$ cat src/rtl/uci_host_if.sv
// uci_host_if: GUI and engine facing signal bundle of uci_host (move/go requests,
// TX/RX byte streams, decoded best move and status).
interface uci_host_if #(
   parameter int unsigned MAX_PLY = 256
);
   localparam int unsigned PW = $clog2(MAX_PLY + 1);

   // Board squares as (col,row) 0..7; special carries the promotion piece.
   typedef struct packed {
      logic [2:0] src_col;
      logic [2:0] src_row;
      logic [2:0] dst_col;
      logic [2:0] dst_row;
      logic [2:0] special;
   } move_t;

   move_t         move_in;
   logic          move_in_valid;
   logic          move_in_ready;
   logic          new_game_in;
   logic          go_in_valid;
   logic          go_in_ready;
   logic [7:0]    char_out;
   logic          char_out_valid;
   logic          char_out_ready;
   logic [7:0]    char_in;
   logic          char_in_valid;
   logic          char_in_ready;
   move_t         best_move_out;
   logic          best_move_out_valid;
   logic          best_move_out_ready;
   logic          uci_ok_out;
   logic [PW-1:0] ply_out;
   logic          busy_out;

   modport master (
      input  move_in, move_in_valid, new_game_in, go_in_valid,
             char_out_ready, char_in, char_in_valid, best_move_out_ready,
      output move_in_ready, go_in_ready, char_out, char_out_valid, char_in_ready,
             best_move_out, best_move_out_valid, uci_ok_out, ply_out, busy_out
   );

   modport slave (
      output move_in, move_in_valid, new_game_in, go_in_valid,
             char_out_ready, char_in, char_in_valid, best_move_out_ready,
      input  move_in_ready, go_in_ready, char_out, char_out_valid, char_in_ready,
             best_move_out, best_move_out_valid, uci_ok_out, ply_out, busy_out
   );
endinterface

$ cat src/rtl/uci_host.sv
// uci_host: GUI-side UCI initiator. Handshakes "uci"/"uciok", keeps the move
// history, emits "position startpos[ moves ...]" + "go", and decodes "bestmove".
// LINE_LEN must be at least 15 so the promotion char and its separator are kept.
module uci_host #(
   parameter int unsigned MAX_PLY  = 256,
   parameter int unsigned LINE_LEN = 16
) (
   input logic        clk_in,
   input logic        rst_in,
   uci_host_if.master bus
);
   localparam int unsigned PW = $clog2(MAX_PLY + 1);
   localparam int unsigned IW = (MAX_PLY > 1) ? $clog2(MAX_PLY) : 1;
   localparam int unsigned LW = $clog2(LINE_LEN + 1);
   localparam int unsigned BW = (LINE_LEN > 1) ? $clog2(LINE_LEN) : 1;

   localparam logic [2:0] SPECIAL_NONE          = 3'd0;
   localparam logic [2:0] SPECIAL_PROMOTE_KNIGHT = 3'd1;
   localparam logic [2:0] SPECIAL_PROMOTE_BISHOP = 3'd2;
   localparam logic [2:0] SPECIAL_PROMOTE_ROOK   = 3'd3;
   localparam logic [2:0] SPECIAL_PROMOTE_QUEEN  = 3'd4;

   // Fixed TX text, addressed directly by the sequencer.
   localparam logic [4:0] A_UCI = 5'd0,  A_UCI_END = 5'd3;
   localparam logic [4:0] A_POS = 5'd4,  A_POS_END = 5'd20;
   localparam logic [4:0] A_MVS = 5'd21, A_MVS_END = 5'd26;
   localparam logic [4:0] A_NL  = 5'd27;
   localparam logic [4:0] A_GO  = 5'd28, A_GO_END  = 5'd30;
   localparam logic [7:0] ROM [32] = '{
      "u", "c", "i", "\n",
      "p", "o", "s", "i", "t", "i", "o", "n", " ", "s", "t", "a", "r", "t", "p", "o", "s",
      " ", "m", "o", "v", "e", "s",
      "\n",
      "g", "o", "\n",
      8'h00
   };

   typedef enum logic [3:0] {
      SEND_UCI, WAIT_OK, IDLE, POS, MOVES_KW, MOVE, NL, GO, WAIT_BM, RESULT
   } state_t;

   state_t        state;
   logic [4:0]    addr;
   logic [PW-1:0] ply, mv_idx;
   logic [2:0]    mv_sub;
   logic [7:0]    co;
   logic          cov;
   logic [14:0]   bm_q;
   logic          bmv;
   logic          uci_ok;
   logic [14:0]   hist [MAX_PLY];
   logic [7:0]    rx_buf [LINE_LEN];
   logic [LW-1:0] rx_len;

   logic          tx_free, room, move_acc, go_acc;
   logic [14:0]   hm;
   logic [7:0]    mv_byte;
   logic          mv_last;
   logic          line_uciok, bm_kw, bm_sq, bm_ok, bm_line;
   logic [2:0]    bm_promo, bm_special;
   logic [14:0]   bm_dec;

   function automatic logic is_file(input logic [7:0] c);
      return (c >= "a") && (c <= "h");
   endfunction

   function automatic logic is_rank(input logic [7:0] c);
      return (c >= "1") && (c <= "8");
   endfunction

   function automatic logic [2:0] promo_of(input logic [7:0] c);
      case (c)
         "n":     return SPECIAL_PROMOTE_KNIGHT;
         "b":     return SPECIAL_PROMOTE_BISHOP;
         "r":     return SPECIAL_PROMOTE_ROOK;
         "q":     return SPECIAL_PROMOTE_QUEEN;
         default: return SPECIAL_NONE;
      endcase
   endfunction

   // new_game_in outranks move_in, which outranks go_in; readies are masked so
   // a request never sees ready while a higher-priority one is taken instead.
   assign tx_free  = !cov || bus.char_out_ready;
   assign room     = ply < PW'(MAX_PLY);
   assign move_acc = (state == IDLE) && !bus.new_game_in && bus.move_in_valid && room;
   assign go_acc   = (state == IDLE) && !bus.new_game_in && !move_acc && bus.go_in_valid;

   assign bus.move_in_ready       = (state == IDLE) && room && !bus.new_game_in;
   assign bus.go_in_ready         = (state == IDLE) && !bus.new_game_in && !(bus.move_in_valid && room);
   assign bus.char_out            = co;
   assign bus.char_out_valid      = cov;
   assign bus.char_in_ready       = 1'b1;
   assign bus.best_move_out       = bm_q;
   assign bus.best_move_out_valid = bmv;
   assign bus.uci_ok_out          = uci_ok;
   assign bus.ply_out             = ply;
   assign bus.busy_out            = (state != IDLE);

   // Text of one history move: ' ', src, dst, optional promotion char
   always_comb begin
      hm      = hist[mv_idx[IW-1:0]];
      mv_byte = " ";
      mv_last = 1'b0;
      case (mv_sub)
         3'd1: mv_byte = 8'h61 + {5'd0, hm[14:12]};
         3'd2: mv_byte = 8'h31 + {5'd0, hm[11:9]};
         3'd3: mv_byte = 8'h61 + {5'd0, hm[8:6]};
         3'd4: begin
            mv_byte = 8'h31 + {5'd0, hm[5:3]};
            mv_last = (hm[2:0] == SPECIAL_NONE);
         end
         3'd5: begin
            mv_last = 1'b1;
            case (hm[2:0])
               SPECIAL_PROMOTE_KNIGHT: mv_byte = "n";
               SPECIAL_PROMOTE_BISHOP: mv_byte = "b";
               SPECIAL_PROMOTE_ROOK:   mv_byte = "r";
               default:                mv_byte = "q";
            endcase
         end
         default: mv_byte = " ";
      endcase
   end

   // Match the buffered line; "a".."h" and "1".."8" both sit at low bits 1..8 mod 8,
   // so subtracting 1 from the low three bits yields the 0..7 coordinate.
   always_comb begin
      line_uciok = (rx_len == LW'(5)) &&
                   ({rx_buf[0], rx_buf[1], rx_buf[2], rx_buf[3], rx_buf[4]} == "uciok");
      bm_kw      = {rx_buf[0], rx_buf[1], rx_buf[2], rx_buf[3], rx_buf[4],
                    rx_buf[5], rx_buf[6], rx_buf[7], rx_buf[8]} == "bestmove ";
      bm_sq      = is_file(rx_buf[9]) && is_rank(rx_buf[10]) &&
                   is_file(rx_buf[11]) && is_rank(rx_buf[12]);
      bm_promo   = promo_of(rx_buf[13]);
      bm_ok      = 1'b0;
      bm_special = SPECIAL_NONE;
      if ((rx_len >= LW'(13)) && bm_kw && bm_sq) begin
         if ((rx_len == LW'(13)) || (rx_buf[13] == " ")) begin
            bm_ok = 1'b1;
         end else if ((bm_promo != SPECIAL_NONE) &&
                      ((rx_len == LW'(14)) || (rx_buf[14] == " "))) begin
            bm_ok      = 1'b1;
            bm_special = bm_promo;
         end
      end
      bm_dec  = {rx_buf[9][2:0] - 3'd1, rx_buf[10][2:0] - 3'd1,
                 rx_buf[11][2:0] - 3'd1, rx_buf[12][2:0] - 3'd1, bm_special};
      bm_line = bus.char_in_valid && (bus.char_in == "\n") && bm_ok;
   end

   // RX line assembly and sticky uciok detection
   always_ff @(posedge clk_in) begin
      if (!rst_in) begin
         rx_len <= '0;
         uci_ok <= 1'b0;
      end else if (bus.char_in_valid) begin
         if (bus.char_in == "\n") begin
            if (line_uciok) uci_ok <= 1'b1;
            rx_len <= '0;
         end else if ((bus.char_in != "\r") && (rx_len < LW'(LINE_LEN))) begin
            rx_buf[rx_len[BW-1:0]] <= bus.char_in;
            rx_len <= rx_len + LW'(1);
         end
      end
   end

   // Move history storage: GUI moves and accepted engine moves
   always_ff @(posedge clk_in) begin
      if (rst_in) begin
         if (move_acc)
            hist[ply[IW-1:0]] <= bus.move_in;
         else if ((state == RESULT) && bus.best_move_out_ready && room)
            hist[ply[IW-1:0]] <= bm_q;
      end
   end

   // TX sequencer, ply counter and best-move result register
   always_ff @(posedge clk_in) begin
      if (!rst_in) begin
         state  <= SEND_UCI;
         addr   <= A_UCI;
         ply    <= '0;
         mv_idx <= '0;
         mv_sub <= '0;
         co     <= '0;
         cov    <= 1'b0;
         bm_q   <= '0;
         bmv    <= 1'b0;
      end else begin
         if (cov && bus.char_out_ready) cov <= 1'b0;
         case (state)
            SEND_UCI: if (tx_free) begin
               co <= ROM[addr]; cov <= 1'b1;
               if (addr == A_UCI_END) state <= WAIT_OK;
               else addr <= addr + 5'd1;
            end
            WAIT_OK: if (uci_ok) state <= IDLE;
            IDLE: begin
               if (bus.new_game_in) ply <= '0;
               else if (move_acc) ply <= ply + PW'(1);
               else if (go_acc) begin
                  state <= POS;
                  addr  <= A_POS;
               end
            end
            POS: if (tx_free) begin
               co <= ROM[addr]; cov <= 1'b1;
               if (addr != A_POS_END) addr <= addr + 5'd1;
               else if (ply == '0) begin
                  state <= NL;
                  addr  <= A_NL;
               end else begin
                  state <= MOVES_KW;
                  addr  <= A_MVS;
               end
            end
            MOVES_KW: if (tx_free) begin
               co <= ROM[addr]; cov <= 1'b1;
               if (addr == A_MVS_END) begin
                  state  <= MOVE;
                  mv_idx <= '0;
                  mv_sub <= '0;
               end else addr <= addr + 5'd1;
            end
            MOVE: if (tx_free) begin
               co <= mv_byte; cov <= 1'b1;
               if (mv_last) begin
                  mv_sub <= '0;
                  mv_idx <= mv_idx + PW'(1);
                  if (mv_idx + PW'(1) == ply) begin
                     state <= NL;
                     addr  <= A_NL;
                  end
               end else mv_sub <= mv_sub + 3'd1;
            end
            NL: if (tx_free) begin
               co <= ROM[addr]; cov <= 1'b1;
               state <= GO;
               addr  <= A_GO;
            end
            GO: if (tx_free) begin
               co <= ROM[addr]; cov <= 1'b1;
               if (addr == A_GO_END) state <= WAIT_BM;
               else addr <= addr + 5'd1;
            end
            WAIT_BM: if (bm_line) begin
               bm_q  <= bm_dec;
               bmv   <= 1'b1;
               state <= RESULT;
            end
            RESULT: if (bus.best_move_out_ready) begin
               bmv   <= 1'b0;
               state <= IDLE;
               if (room) ply <= ply + PW'(1);
            end
            default: state <= SEND_UCI;
         endcase
      end
   end
endmodule

$ cat src/flat_wrapper.sv
// flat-port wrapper written by rule: the top's interface ports become plain ports
module uci_host_flat 
#(
   parameter int unsigned MAX_PLY  = 256,
   parameter int unsigned LINE_LEN = 16
)
  (clk_in, rst_in, bus_move_in, bus_move_in_valid, bus_new_game_in, bus_go_in_valid, bus_char_out_ready, bus_char_in, bus_char_in_valid, bus_best_move_out_ready, bus_move_in_ready, bus_go_in_ready, bus_char_out, bus_char_out_valid, bus_char_in_ready, bus_best_move_out, bus_best_move_out_valid, bus_uci_ok_out, bus_ply_out, bus_busy_out);
  uci_host_if #(.MAX_PLY(MAX_PLY)) bus_i ();
  input logic clk_in;
  input logic rst_in;
  input wire logic [$bits(bus_i.move_in)-1:0] bus_move_in;
  input wire logic [$bits(bus_i.move_in_valid)-1:0] bus_move_in_valid;
  input wire logic [$bits(bus_i.new_game_in)-1:0] bus_new_game_in;
  input wire logic [$bits(bus_i.go_in_valid)-1:0] bus_go_in_valid;
  input wire logic [$bits(bus_i.char_out_ready)-1:0] bus_char_out_ready;
  input wire logic [$bits(bus_i.char_in)-1:0] bus_char_in;
  input wire logic [$bits(bus_i.char_in_valid)-1:0] bus_char_in_valid;
  input wire logic [$bits(bus_i.best_move_out_ready)-1:0] bus_best_move_out_ready;
  output wire logic [$bits(bus_i.move_in_ready)-1:0] bus_move_in_ready;
  output wire logic [$bits(bus_i.go_in_ready)-1:0] bus_go_in_ready;
  output wire logic [$bits(bus_i.char_out)-1:0] bus_char_out;
  output wire logic [$bits(bus_i.char_out_valid)-1:0] bus_char_out_valid;
  output wire logic [$bits(bus_i.char_in_ready)-1:0] bus_char_in_ready;
  output wire logic [$bits(bus_i.best_move_out)-1:0] bus_best_move_out;
  output wire logic [$bits(bus_i.best_move_out_valid)-1:0] bus_best_move_out_valid;
  output wire logic [$bits(bus_i.uci_ok_out)-1:0] bus_uci_ok_out;
  output wire logic [$bits(bus_i.ply_out)-1:0] bus_ply_out;
  output wire logic [$bits(bus_i.busy_out)-1:0] bus_busy_out;
  assign bus_i.move_in = bus_move_in;
  assign bus_i.move_in_valid = bus_move_in_valid;
  assign bus_i.new_game_in = bus_new_game_in;
  assign bus_i.go_in_valid = bus_go_in_valid;
  assign bus_i.char_out_ready = bus_char_out_ready;
  assign bus_i.char_in = bus_char_in;
  assign bus_i.char_in_valid = bus_char_in_valid;
  assign bus_i.best_move_out_ready = bus_best_move_out_ready;
  assign bus_move_in_ready = bus_i.move_in_ready;
  assign bus_go_in_ready = bus_i.go_in_ready;
  assign bus_char_out = bus_i.char_out;
  assign bus_char_out_valid = bus_i.char_out_valid;
  assign bus_char_in_ready = bus_i.char_in_ready;
  assign bus_best_move_out = bus_i.best_move_out;
  assign bus_best_move_out_valid = bus_i.best_move_out_valid;
  assign bus_uci_ok_out = bus_i.uci_ok_out;
  assign bus_ply_out = bus_i.ply_out;
  assign bus_busy_out = bus_i.busy_out;
  uci_host #(.MAX_PLY(MAX_PLY), .LINE_LEN(LINE_LEN)) u_core (.clk_in(clk_in), .rst_in(rst_in), .bus(bus_i));
endmodule
$ cat config.mk
export PLATFORM = sky130hd
export DESIGN_NAME = uci_host_flat
export DESIGN_NICKNAME = d
export VERILOG_FILES = /design/src/rtl/uci_host_if.sv /design/src/rtl/uci_host.sv /design/src/flat_wrapper.sv
export SDC_FILE = /design/constraint.sdc
export NUM_CORES = 2
export LEC_CHECK = 0
export CORE_UTILIZATION = 57
export DETAILED_ROUTE_END_ITERATION = 10
export GPL_ROUTABILITY_DRIVEN = 0
export PLACE_DENSITY_LB_ADDON = 0.1
export SLEW_MARGIN = 20
export SYNTH_ARGS = -nofsm -noshare
export SYNTH_HDL_FRONTEND = slang
export SYNTH_SLANG_ARGS = --single-unit
$ cat constraint.sdc
create_clock -name clk_in -period 4.6 [get_ports clk_in]
set_clock_uncertainty 0.1 [all_clocks]
set_input_delay 0.92 -clock clk_in [delete_from_list [all_inputs] [get_ports clk_in]]
set_output_delay 0.92 -clock clk_in [all_outputs]
set_load 0.01 [all_outputs]
==> impl_metrics.ini <==
[clocking]
hold_buffers = 0
cts_buffer_depth = 4
htreeDepth = 5
clk_latency_ps = 1000
cts_inserted_buffers = 405
clockRootBuffer = clkbuf_16
tritoncts = yes
path_clk_slew_ps = 60
clkSinkCount = 4028

[die]
die_y_um = 529
core_um2 = 276000
dieArea_um2 = 280000
chipWidth_um = 529
rows = 193
start_util = 0.573
ios = 70

[synth]
synthesis.area_um2 = 158000
synth.avg_cell_area_um2 = 20.8
ys_ff_latch = 4028
ys_async_sr_fraction = 0
syn_nets = 7690
ys_types = 105
ys_seq_area_frac = 0.759
syn_inst = 7626
synth_edf_count = 3960
synth-main-ff-cell = edfxtp_1
yosysWarningCount = 0

[global_routing]
grt_usage = 0.348
grt_pass1_wl_mm = 668
grt_overflow = 0
grt_pass1_vias = 83800
grt_max_degree = 108
antenna_found_initial = 34

[hold_path]
hold_path_depth = 2
hold_start = u_core.bus.best_move_out_valid
holdCritPathClass = register to register
min_to = u_core.bus.best_move_out_valid

[setup_path]
cp.arrival_ps = 5380
critPathSlowestCell = or4_1
cpPeakStageDelay_ps = 700
path_max_fanout = 21
r2r_slack_ps = -40
start_kind = register
cp.required_ps = 5340
crit_type = register to register
reg2reg_to = u_core.bus.char_out[1]
worstRegToRegCells = 15
worstPathCellList = buf_12 > buf_12 > nand2b_1 > o221ai_1 > a31oi_1 > o21a_1 > or4_1 > o311ai_4 > nand4_1 > nand3_2 > ha_2 > inv_1 > o32ai_1 > a21oi_1 > a21oi_1
setup.worst_path.end_class = register

[detailed_routing]
drt_iter0_drc = 13700
wl_met3_mm = 58.5
totalWireLength_mm = 485
vias = 87000
wl_met1_mm = 179
highest_layer = met5
ant_nets = 0
viasPerCell = 6.82
drc = 0
wl_per_cell_um = 38.0
routed-wl-met2_mm = 221
firstDrtPassIters = 6

[run_status]
violations = setup timing
outcome = complete, but fails checks

[timing]
setup_viol = 4
finalCritPeriodShare = 1.01
worst_pin_slew_ps = 1130
hold_viol_final = 0
relSlewSlack = 0.234
fin_crit_ps = 4640
rsz0062_at_grt = no
slew_violations = 0
fmax_ghz = 0.215
fin_ws_ps = -41.4

[placement]
postPlaceCellArea_um2 = 171000
dpl.hpwl_mm = 311
portBuffers = 67
dp_slack_ps = -464

[layout]
layout_commonest_cell = edfxtp_1
layout_common_cells = 3960 x edfxtp_1, 860 x buf_4, 765 x mux4_2
nNetsFinal = 8753
area_delta_synth_final_pct = 16.2
drive_gt1_frac = 0.284
postLayoutCellArea_um2 = 184000

[flow_run]
maxCapViolCount = 0

[pwr]
ir_drop_mv = 0.363
power_mw = 74.7
power_density_nw_per_um2 = 406
leakagePower_nw = 58.0
-- where the power goes --
part / leakage, nW / switching (mW) / internal [mW] / total [mW]
logic: 15.4 / 1.03 / 0.395 / 1.42
clock network: 6.41 / 14.2 / 18.7 / 32.9
registers: 36.1 / 0.0825 / 40.3 / 40.4
total: 58.0 / 15.3 / 59.4 / 74.7
-- worst max-delay path by stage --
stage                             from                     end  slack (ps)  depth (start not counted)
6_report                      register  u_core.bus.char_out[1]         -40                         15
5_1_grt                       register                register          10                         13
4_1_cts                       register  u_core.bus.char_out[2]           4                         17
3_5_place_dp                  register                register        -460                         12
3_3_place_gp                  register  u_core.bus.char_out[3]        -570                         12
2_1_floorplan  bus_best_move_out_ready      u_core.hist[0][10]         100                          5
-- layer usage --
layer,track usage,vias up
met5,0,-
met4,0.161,26
met3,0.0872,1098
met2,0.522,5951
met1,0.486,45900
li1,-,34100
-- metrics by stage --
stage | hold WS (ps) | instances | util | setup TNS (ps)
after floorplan | 385 | 7626 | - | 0
after CTS | 377 | 12700 | 0.665 | 0
after global routing | 401 | 12700 | 0.666 | 0
after detailed placement | 375 | 12000 | 0.617 | -11570
final | 376 | 12800 | 0.666 | -112
after global placement | 357 | 12000 | 0.617 | -12190
-- cells in the mapped netlist (11+ instances only) --
cell / count / area (µm²)
a2111oi_0: 11 / 96.3
inv_1: 33 / 124
buf_6: 69 / 777
mux2i_1: 337 / 3370
and2_1: 32 / 200
buf_2: 98 / 490
clkbuf_1: 127 / 477
a21oi_1: 115 / 576
and3_1: 17 / 106
o211ai_1: 25 / 188
buf_1: 18 / 67.6
xnor2_1: 14 / 123
buf_4: 67 / 503
mux2_2: 38 / 428
nand4_1: 23 / 144
nand4b_1: 13 / 114
o21ai_0: 99 / 495
dfxtp_1: 68 / 1360
a211oi_1: 29 / 218
nor4_1: 30 / 188
nand2_1: 252 / 946
nor3b_1: 11 / 82.6
buf_8: 18 / 270
ha_1: 33 / 413
edfxtp_1: 3960 / 119000
o31ai_1: 11 / 82.6
nor3_1: 69 / 345
nor4b_1: 13 / 114
a22oi_1: 101 / 758
nand3_1: 112 / 561
nand2b_1: 20 / 125
mux4_1: 118 / 3100
o22ai_1: 82 / 513
a22o_1: 14 / 123
buf_12: 25 / 500
o221ai_1: 38 / 333
nor2_1: 410 / 1540
nor2b_1: 48 / 300
a221oi_1: 35 / 307
xor2_1: 12 / 105
mux4_2: 765 / 17200
a31oi_1: 36 / 225
-- layout make-up --
class	count	area, µm²
sequential	4028	120000
fill	17900	92300
multi-input combinational	3127	35500
clock buffer	476	10500
timing repair buffer	1091	10300
tap	3705	4640
clock inverter	278	2720
inverter	36	151
antenna	17	42.5
-- cell families after synthesis --
group	Yosys count	synth area share
compound gates	700	0.0306
xor+xnor	26	0.00144
fa+ha+maj	33	0.00261
buf+inv	472	0.0212
flops	4028	0.759
mux	1258	0.152
other cells	2	0.0000474
simple gates	1107	0.0330
-- sequential cells by signal, summed over array words and instances (netlist names), named ones only --
signal                          cells
u_core.hist                      3840
u_core.rx_buf                     120
u_core.bus.best_move_out           15
u_core.bus.ply_out                  9
u_core.mv_idx                       9
u_core.bus.char_out                 7
u_core.addr                         5
u_core.rx_len                       5
u_core.state                        4
u_core.mv_sub                       3
u_core.bus.best_move_out_valid      1
u_core.bus.char_out_valid           1
u_core.bus.uci_ok_out               1
-- what timing repair did --
| action | in CTS | in global routing |
|---|---|---|
| cloned | 0 | 1 |
| pin swaps | 0 | 4 |
| setup endpoints to repair | 32 | 30 |
| buffers inserted | 6 | 3 |
| gates resized for setup | 14 | 32 |
-- critical path: cells and delay by family, from the launching register on --
family | cells | cell delay, ps
AO/OA/AOI/OAI | 7 | 1630
adder cells (fa/ha/maj) | 1 | 290
buffers and inverters | 3 | 460
flip-flops | 1 | 480
AND/OR/NAND/NOR | 4 | 1470
Note: power is estimated with default switching activity, not from simulation.
